`src/rtl/program_loader_pkg.sv`:
```
// Shared loader definitions: FSM state encoding and the load protocol constants
// that the debug unit and the host-side loader script also rely on.
package program_loader_pkg;

   typedef enum logic [1:0] {
      IDLE = 2'd0,
      LOW  = 2'd1,
      HIGH = 2'd2,
      DONE = 2'd3
   } state_t;

   localparam logic [7:0]  START_BYTE = 8'h01;
   localparam logic [15:0] HALT_WORD  = 16'h0000;

endpackage

```
`src/rtl/program_loader.sv`:
```
// Boot-time program loader: assembles little-endian byte pairs from the UART
// into instruction words and writes them to consecutive program memory addresses.
module program_loader
   import program_loader_pkg::*;
#(
   parameter int ADDR_W = 11,
   parameter int DATA_W = 16
) (
   input  logic              i_clk,
   input  logic              i_reset,
   input  logic [7:0]        i_rx_data,
   input  logic              i_rx_done,
   output logic [ADDR_W-1:0] o_addr,
   output logic [DATA_W-1:0] o_data,
   output logic              o_we,
   output logic              o_busy,
   output logic              o_cpu_reset,
   output logic              o_done,
   output logic [ADDR_W:0]   o_word_count
);

   state_t            state;
   logic [7:0]        low_byte;
   logic [ADDR_W-1:0] ptr;
   logic [DATA_W-1:0] word;

   assign word = {i_rx_data, low_byte};

   always_ff @(posedge i_clk) begin
      if (i_reset) begin
         state        <= IDLE;
         ptr          <= '0;
         o_addr       <= '0;
         o_data       <= '0;
         o_we         <= 1'b0;
         o_word_count <= '0;
         o_busy       <= 1'b1;
         o_cpu_reset  <= 1'b1;
         o_done       <= 1'b0;
      end else begin
         o_we <= 1'b0;
         case (state)
            IDLE: begin
               if (i_rx_done && (i_rx_data == START_BYTE)) begin
                  state <= LOW;
               end
            end
            LOW: begin
               if (i_rx_done) begin
                  low_byte <= i_rx_data;
                  state    <= HIGH;
               end
            end
            HIGH: begin
               if (i_rx_done) begin
                  o_data       <= word;
                  o_addr       <= ptr;
                  o_we         <= 1'b1;
                  ptr          <= ptr + 1'b1;
                  o_word_count <= o_word_count + 1'b1;
                  // A full memory ends the load just like HALT, so ptr never wraps in use.
                  if ((word == HALT_WORD) || (ptr == '1)) begin
                     state       <= DONE;
                     o_busy      <= 1'b0;
                     o_cpu_reset <= 1'b0;
                     o_done      <= 1'b1;
                  end else begin
                     state <= LOW;
                  end
               end
            end
            DONE: begin
               state <= DONE;
            end
            default: begin
               state <= IDLE;
            end
         endcase
      end
   end

endmodule

```
`config.mk`:
```
export PLATFORM = sky130hd
export DESIGN_NAME = program_loader
export DESIGN_NICKNAME = d
export VERILOG_FILES = /design/src/rtl/program_loader_pkg.sv /design/src/rtl/program_loader.sv
export SDC_FILE = /design/constraint.sdc
export NUM_CORES = 1
export LEC_CHECK = 0
export ABC_AREA = 1
export BUFFER_PORTS_ARGS = -buffer_cell sky130_fd_sc_hd__buf_2
export CORE_MARGIN = 8
export CORE_UTILIZATION = 53
export DETAILED_ROUTE_END_ITERATION = 8
export PLACE_DENSITY = 0.77
export RECOVER_POWER = 50
export SYNTH_ARGS = -nofsm -noshare
export SYNTH_HDL_FRONTEND = slang
export SYNTH_SLANG_ARGS = --single-unit
```
`constraint.sdc`:
```
create_clock -name i_clk -period 1.8 [get_ports i_clk]
set_input_delay 0 -clock i_clk [delete_from_list [all_inputs] [get_ports i_clk]]
set_output_delay 0 -clock i_clk [all_outputs]
set_load 0.02 [all_outputs]
```
# Yosys cells after proc, flatten, opt, wreduce, memory -nomap -nowiden
# Index checks and enable logic that the tools add are counted.
[totals] regBits=63 in_bits=11 output_inout_bits=43 elab_cells=36
[classes] addsub=2 eq_ne=8 mux=6 n_bitwise=2 reduce_logical=9
[op_table] operator="$logic_not 16->1" n=1
[op_table] operator="$add 12x1->12 const B" n=1
[op_table] operator="$add 11x1->11 const B" n=1
[op_table] operator="$eq 11x11->1 const B" n=1
[op_table] operator="$reduce_and 3->1" n=3
[op_table] operator="$eq 8x1->1 const B" n=1
[op_table] operator="$mux 2" n=4
[op_table] operator="$pmux 2 s4" n=1
[op_table] operator="$ne 2x2->1 const B" n=3
[op_table] operator="$eq 2x2->1 const B" n=2
[op_table] operator="$eq 2x1->1 const B" n=1
[op_table] operator="$logic_not 2->1" n=1
[op_table] operator="$not 1->1" n=2
[op_table] operator="$reduce_and 2->1" n=1
[op_table] operator="$reduce_or 2->1" n=1
[op_table] operator="$logic_and 1x1->1" n=1
[op_table] operator="$logic_or 1x1->1" n=1
[op_table] operator="$mux 1" n=1

# Longest topological paths before layout
# Gate-level depths: netlist of the first run.
[depth] word_depth=5 depth_mapped=10

# Worst setup path before layout of the first run
# Ideal clock, no wire load.
[synth_timing] path_kind="reg-to-reg" start="register o_word_count[1]" end="register o_word_count[10]" setup_ps=113 arrival_time_ps=1356 required_ps=1687 path_slack_ps=331 path_stages_with_launch=9 path_buffers=0 period_less_slack_ps=1469 cell_sequence="dfxtp_1 ha_1 nand3_1 nor2_2 nand3_2 nor2_1 nand2_1 nor2_1 nor2_1"
[synth_between] elab_chain_cells=1
[synth_rtl] item="start, declared" line="program_loader.sv:19" rtl="output logic [ADDR_W:0] o_word_count"
[synth_rtl] item="start signal, assigned" line="program_loader.sv:60" rtl="o_word_count <= o_word_count + 1'b1;"
[synth_rtl] item="$add 12x1->12" line="program_loader.sv:60"
# Every way passes these cells.
# A chain may end at the register's enable or synchronous reset.

# Worst setup path after layout of the first run
[layout_timing] start="register state[1]" end="register ptr[6]"
[layout_between] elab_chain_cells=2
[layout_rtl] item="start, declared" line="program_loader.sv:22" rtl="state_t state;"
[layout_rtl] item="start signal, assigned" line="program_loader.sv:31" rtl="state <= IDLE;"
[layout_rtl] item="start signal, assigned" line="program_loader.sv:45" rtl="state <= LOW;"
[layout_rtl] item="start signal, assigned" line="program_loader.sv:51" rtl="state <= HIGH;"
[layout_rtl] item="$eq 2x2->1" line="program_loader.sv:42" rtl="case (state)"
[layout_rtl] item="$reduce_and 2->1 (no line)"
[layout_rtl] item="end signal, assigned" line="program_loader.sv:59" rtl="ptr <= ptr + 1'b1;"
[layout_rtl] item="end, declared" line="program_loader.sv:24" rtl="logic [ADDR_W-1:0] ptr;"
# Every way passes these cells.

==> results.txt, run 1 <==
In this run the core area contains 25 standard-cell rows. The die is 85.0 microns wide. In this run, distinct cell masters in the synthesized netlist total 28. Counting flops and latches in the post-synthesis netlist gives 63. The logs give 0.531 for the sequential fraction of the synthesis area and 0 for the total count of max-transition violations in the final report. The count of synthesis-stage warnings from yosys is 0, and the power density of the placed cells is 967 nW/um^2. The final net count is 401, and the total non-filler cell area in the finished layout is 3100 sq um. The simple-gate portion of the synthesized area was 0.240. STA puts the critical path data arrival time at 1770 ps. The tools report the number of global-route vias before repair as 2212.

The most used flip-flop cell after synthesis is dfxtp_1. The register clock-pin slew on the reported worst setup and hold paths is 60 ps, and the last weighted congestion value of the routability-driven placer is 0.824. The total length of routed wires was 5530 microns; the final setup TNS was 0 ps.

The area share of fa/ha/maj cells after synthesis was 0.00991; the core outline area was 4660 sq um. The die covers 7230 sq um. On the worst path, the slowest cell contributes a delay of 440 ps.

Setup repair after global routing left no endpoint under its margin. The path class of the tightest hold or removal check is input pin to flop. The worst setup path is of the flop to flop kind.

The most common cell after layout, fill and taps aside was nand2_1. Actual transition at the worst max-transition pin: 442 ps. For the post-place instance area, the log shows 2840 sq um. The synthesized netlist cell count was 323. The post-synthesis compound-gate area fraction came out at 0.142.

The run finished with clean final reports. The logs give 0.664 for the share of the core filled with cells in the final layout and 8 for the hold buffer count at CTS. The H-tree generated during clock tree synthesis spans 3 levels.

The leakage power total was 1.16 nW; the count of endpoints failing setup in the final report was 0. The clock passes through at most 2 buffers. TritonCTS built the clock tree.

The post-detailed-placement half-perimeter wirelength was 3980 microns; the maximum fanout count along the critical path was 18. For the final database, setup skew stands at 4.39 ps. The number of antenna diodes in the final layout is 0. The tool flagged a number of max-cap violations equal to 0. The tools report the tightest slew margin relative to the limit as 0.705. Entering global routing, the biggest net connects 29 pins. The tools report the effective utilization at floorplan as 0.542.

The worst-case IR drop observed on VDD is 0.515 mV. In this run the mean area of a mapped cell was 7.82 sq um. Synthesis produced a netlist with a net count of 336. Compared with the post-synthesis result, the final layout area differs by 22.6%. Counting the buffers created by CTS gives 9.

The final critical-path share of the clock period works out to 0.856. Clock tree synthesis found a total of 63 sinks. Origin of the worst min-delay path: i_rx_done. In this run the worst setup path begins at state[1]. The first-pass iteration count of the detailed router came out at 4. The die is 85.0 microns tall. In this run, post-CTS repair resized a total of 0 instances.

For the wire length of the first global-routing pass, the log shows 9740 microns. The proportion of layout cells with a drive suffix above 1 is 0.0789. The worst setup path is captured at a flop. The final critical delay including setup and external delays came out at 1540 ps. After clock tree synthesis, the setup repair step added 0 buffers.

The number of antenna violations at the first check in global routing was 0; the worst hold slack was 59.6 ps. Kind of cell adding the most delay to the critical path: simple AND/OR/NAND/NOR gates. The logs give 0.167 for the overall fraction of global-route tracks in use and 0 for the post-detailed-route count of antenna-violating nets. The run gives 0.649 GHz as the upper clock frequency limit. STA classifies the critical path startpoint as a flop.

Walking the worst path, the cells encountered are nand3_4 -> inv_2 -> nand2_2 -> inv_1 -> nand2_1 -> o21ai_0 -> nor2_1. The logs give 0 for the number of hold-slack violations in the final timing report and 120 for the starting DRC count in detailed routing. The slowest cell on the critical path was dfxtp_1. For this run the aggregate overflow at the end of global routing stands at 0. The tools report the worst-case register-to-register setup slack as 260 ps. The number of buffers and inverters on the critical path is 2. The total via count in the routed design came out at 2221. The number of enable flip-flop cells after synthesis is 8. Input and output buffers added on the ports amount to 53. The later pin in the worst-skew pair is clocked with a latency of 330 ps. After detailed routing, the number of remaining DRC violations is 0. Multiplexer share of the synthesized area: 0. The mean routed wirelength per cell was 12.4 microns. Async set-or-reset flop fraction in the synthesized netlist: 0. In the routed layout, each cell is associated on average with a via count of 4.97.

Summing every instance area after synthesis gives 2530 sq um. After synthesis, the largest family of logic cells by area is simple AND/OR/NAND/NOR gates. The number of ports placed on the die boundary is 54.

For the worst setup path, the data required time is 2020 ps. The xor/xnor cell area share of the yosys netlist works out to 0.00347. In this run the clock root is driven by a clkbuf_8. The tools report the startpoint of the lowest-slack register-to-register path as state[1]. In the layout the commonest cells are nand2_1 (79), dfxtp_1 (55), clkbuf_1 (53), a21oi_1 (44), nor2_1 (41).
path summary, 6_finish.rpt:
kind	to	cells past startpoint
worst max register to register	ptr[6]	7
worst min register to register	o_done	2
worst max-delay path	ptr[6]	7
worst min-delay path	state[1]	3
metrics by stage:
stage / cells / total power, W / setup WS [ps]
finish: 447 / 0.00299 / 260
CTS: 447 / 0.00302 / 236
global placement: 423 / 0.00156 / 325
global route: 447 / 0.00309 / 76.0
detailed placement: 423 / 0.00157 / 254
floorplan: 323 / 0.00153 / 331
kinds of logic (layout without fill, tap and decap cells):
group	after synthesis	in the layout
AND/OR/NAND/NOR	140	140
AO/OA/AOI/OAI	70	70
flip-flops	63	63
buffers and inverters	47	117
adder cells (fa/ha/maj)	2	2
XOR/XNOR	1	1
cell usage after synthesis (3+ instances only):
cell	instances	area [sq um]
a21oi_1	44	220
buf_2	3	15.0
clkbuf_1	7	26.3
dfxtp_1	55	1100
edfxtp_1	8	240
inv_1	32	120
nand2_1	79	297
nand3_1	6	30.0
nand4_1	4	25.0
nor2_1	40	150
o21ai_0	20	100
per-layer routing:
metal	wire length, microns	GRT usage	share of wire
met1	2450	0.184	0.44
met5	0	0	0
met3	349	0.0647	0.063
met4	74	0.0809	0.013
met2	2650	0.274	0.48
area by class of cell:
class                   count  area (sq um)
flip-flops and latches     63          1340
inverters                  34           128
well taps                  54          67.6
multi-input cells         213           995
clock inverters             2          60.1
clock buffers              14           183
fillers                   413          1560
repair buffers             67           323
report_power, final:
| group | leakage [nW] | switching [W] | internal, W | total (W) |
|---|---|---|---|---|
| Clock | 0.123 | 0.000518 | 0.000932 | 0.00145 |
| Combinational | 0.523 | 0.0000673 | 0.0000376 | 0.000105 |
| Sequential | 0.515 | 0.00000650 | 0.00143 | 0.00144 |
| Total | 1.16 | 0.000592 | 0.00240 | 0.00299 |
worst min-delay path, delay by kind of cell:
| kind | cells | cell delay [ps] |
|---|---|---|
| buffers and inverters | 1 | 130 |
| AOI/OAI and AO/OA | 2 | 210 |
state kept, by name, indices dropped and copies added, names as in the netlist:
name / flops
low_byte: 8
o_cpu_reset: 1
o_we: 1
o_data: 16
ptr: 11
state: 2
o_word_count: 12
o_done: 1
o_addr: 11
(Power assumes the default switching activity.)
==> run 2: changes to the inputs <==
--- a/config.mk
+++ b/config.mk
@@ -11,7 +11,6 @@
 export CORE_UTILIZATION = 53
 export DETAILED_ROUTE_END_ITERATION = 8
 export PLACE_DENSITY = 0.77
-export RECOVER_POWER = 50
 export SYNTH_ARGS = -nofsm -noshare
 export SYNTH_HDL_FRONTEND = slang
 export SYNTH_SLANG_ARGS = --single-unit
==> results.txt, run 2 (synthesis results as in run 1) <==
The required time at the endpoint of the critical path is 2020 ps (about the same). The largest registers in the layout are o_data x16, o_word_count x12. The wire length of the first global-routing pass is 9740 microns (unchanged), and the tightest slew margin relative to the limit is 0.794 (+0.0886). The run gives 0 (unchanged) as the total count of max-transition violations in the final report.

The run gives 2 (unchanged) as the number of buffers on the longest clock path. TritonCTS built the clock tree. The register clock-pin slew on the reported worst setup and hold paths came out at 60 ps (about the same). The leakage power total is 1.37 nW (+18%), and the worst supply voltage drop on vdd is 0.499 mV (-3.1%). STA classifies the critical path endpoint as a flop. The reported max-cap violation count is 0 (unchanged), and the maximum fanout count along the critical path is 18 (unchanged).

Slowest cell on the critical path: dfxtp_1. The die width was 85.0 microns (unchanged). The logs give 0.000592 W (about the same) for the net switching power and 63 (unchanged) for the number of clock sinks seen by CTS.

The tools report the antenna diode instance count as 0 (unchanged). The logs give 2228 (+0.32%) for the total via count in the routed design and 0.274 (unchanged) for the met2 demand-to-capacity share in global routing. The logs give 0.0647 (unchanged) for the met3 capacity usage during global routing and 5540 microns (+0.14%) for the total length of routed wires. The worst setup path is launched from a flop. The starting DRC count in detailed routing was 115 (-4.2%). The tools report the maximum number of pins on one net before global-route repair as 29 (unchanged). The top cell types in the final layout, fill and taps aside, are nand2_1 (79), dfxtp_1 (55), buf_2 (53), a21oi_1 (44), nor2_1 (40). For the number of ports placed on the die boundary, the log shows 54 (unchanged). The signal on the critical path passes through nand3_4 -> inv_2 -> nand2_2 -> inv_1 -> nand2_1 -> o21ai_0 -> nor2_1.

The final net count was 401 (unchanged); the number of global-route vias before repair was 2212 (unchanged). The logs give 0.480 (about the same) for the sequential power share and 0 (unchanged) for the post-detailed-route count of antenna-violating nets. The register with the most flip-flops in the final layout is o_data. The flip-flop count of the largest register after layout was 16 (unchanged); the final setup TNS was 0 ps (unchanged).

The flow ran to the end, and the final reports show no timing, DRC or antenna violations. For the last weighted congestion value of the routability-driven placer, the log shows 0.824 (unchanged). The pre-CTS setup slack was 254 ps (unchanged); the final critical-path share of the clock period was 0.861 (+0.00536).

Count of buffers from port buffering: 53 (unchanged). The tools report the root cell of the clock tree as clkbuf_8. For the number of hold-slack violations in the final timing report, the log shows 0 (unchanged). The layer flagged by global routing as most heavily used is met2. Count of endpoints failing setup in the final report: 0 (unchanged). Post-CTS setup buffer count: 0 (unchanged).

The tools report the number of antenna violations at the first check in global routing as 0 (unchanged). The TritonCTS buffer count came out at 9 (unchanged). The worst-case register-to-register setup slack is 250 ps (about the same), and the via density per instance is 4.98 (+0.32%). The area enclosed by the die boundary is 7230 sq um (unchanged). Proportion of power drawn by the clock network: 0.484 (about the same).

The first-pass iteration count of the detailed router is 4 (unchanged), and the final global-route overflow total is 0 (unchanged). The power share of the combinational group came out at 0.037 (+0.002). The overall fraction of global-route tracks in use was 0.167 (unchanged); the vertical die dimension was 85.0 microns (unchanged). The worst-skew pair later-pin latency is 330 ps (about the same), and the met1 global-route usage is 0.184 (unchanged). The data arrival time of the critical path came out at 1770 ps (about the same).

The highest cell delay on the worst timing path is 450 ps (about the same), and the mean routed wirelength per cell is 12.4 microns (+0.14%). The share of the core filled with cells in the final layout is 0.679 (+0.0150). The smallest setup slack after layout is 250 ps (-9.64 ps). Setup repair after global routing left no endpoint under its margin.

The critical setup path kind was flop to flop. The upper clock frequency limit is 0.645 GHz (-0.62%), and the count of fill cells added during filler insertion is 381 (-7.7%). Total DRC errors in the routed layout: 0 (unchanged). The kind of path behind the tightest hold check was input pin to flop. The core outline area was 4660 sq um (unchanged). The post-detailed-placement half-perimeter wirelength is 3980 microns (unchanged). The number of standard-cell rows in the floorplan was 25 (unchanged); the final clock skew was 4.51 ps (+0.121 ps).

The number of levels in the clock H-tree is 3 (unchanged). The power density of the placed cells is 947 nW/um^2 (-2.1%), and the actual transition at the worst max-transition pin is 309 ps (-133 ps). The switching part of the total power is 0.197 (-0.000318). The area added between synthesis and finish was 25.4%; the proportion of layout cells with a drive suffix above 1 was 0.214 (+0.135). The cell internal power dissipation was 0.00241 W (+0.19%). Most common cell after layout, fill and taps aside: nand2_1.

The final critical delay including setup and external delays works out to 1550 ps (+9.64 ps). The effective utilization at floorplan is 0.542 (unchanged).
## run 2: power groups by stage
stage | clock network, W | logic, W | registers (W)
after floorplan | 0 | 0.0000489 | 0.00148
after global placement | 0 | 0.0000936 | 0.00147
after detailed placement | 0 | 0.0000962 | 0.00147
after CTS | 0.00147 | 0.000110 | 0.00144
after global routing | 0.00153 | 0.000123 | 0.00144
final | 0.00145 | 0.000110 | 0.00144
## run 2: per-stage QoR
step	hold WS (ps)	instance area (sq um)	total power, W	instances
5_1_grt	82.5	3170	0.00309	447
3_3_place_gp	213	2840	0.00156	423
4_1_cts	42.3	3170	0.00302	447
6_report	63.1	3170	0.00300	447
3_5_place_dp	210	2840	0.00157	423
2_1_floorplan	98.9	2530	0.00153	323
## run 2: final cells by class
cell class | instances | area [sq um] | share of cell area
Clock inverter | 2 | 60.1 | 0.0190
Timing Repair Buffer | 67 | 390 | 0.123
Clock buffer | 14 | 183 | 0.0577
Multi-Input combinational cell | 213 | 997 | 0.315
Tap cell | 54 | 67.6 | 0.0213
Inverter | 34 | 128 | 0.0403
Sequential cell | 63 | 1340 | 0.424
## run 2: worst paths after layout
check             from        to  depth (start not counted)
max reg2reg   state[1]    ptr[6]                          7
min          i_rx_done  state[1]                          3
max           state[1]    ptr[6]                          7
min reg2reg     o_done    o_done                          2
## run 2: critical path: cells and delay by family, from the launching register on
| family | cells | cell delay (ps) |
|---|---|---|
| AND/OR/NAND/NOR | 4 | 470 |
| flip-flops | 1 | 450 |
| buffers and inverters | 2 | 380 |
| AO/OA/AOI/OAI | 1 | 140 |
## run 2: timing repair
item | CTS | global route
hold buffers | 8 | 0
endpoints found under the hold margin | 16 | 0
gates resized for setup | 0 | 0
## run 2: per-layer routing
metal / wire [microns] / share of wire
met2: 2660 / 0.48
met3: 336 / 0.061
met4: 74 / 0.013
met5: 0 / 0
met1: 2470 / 0.45
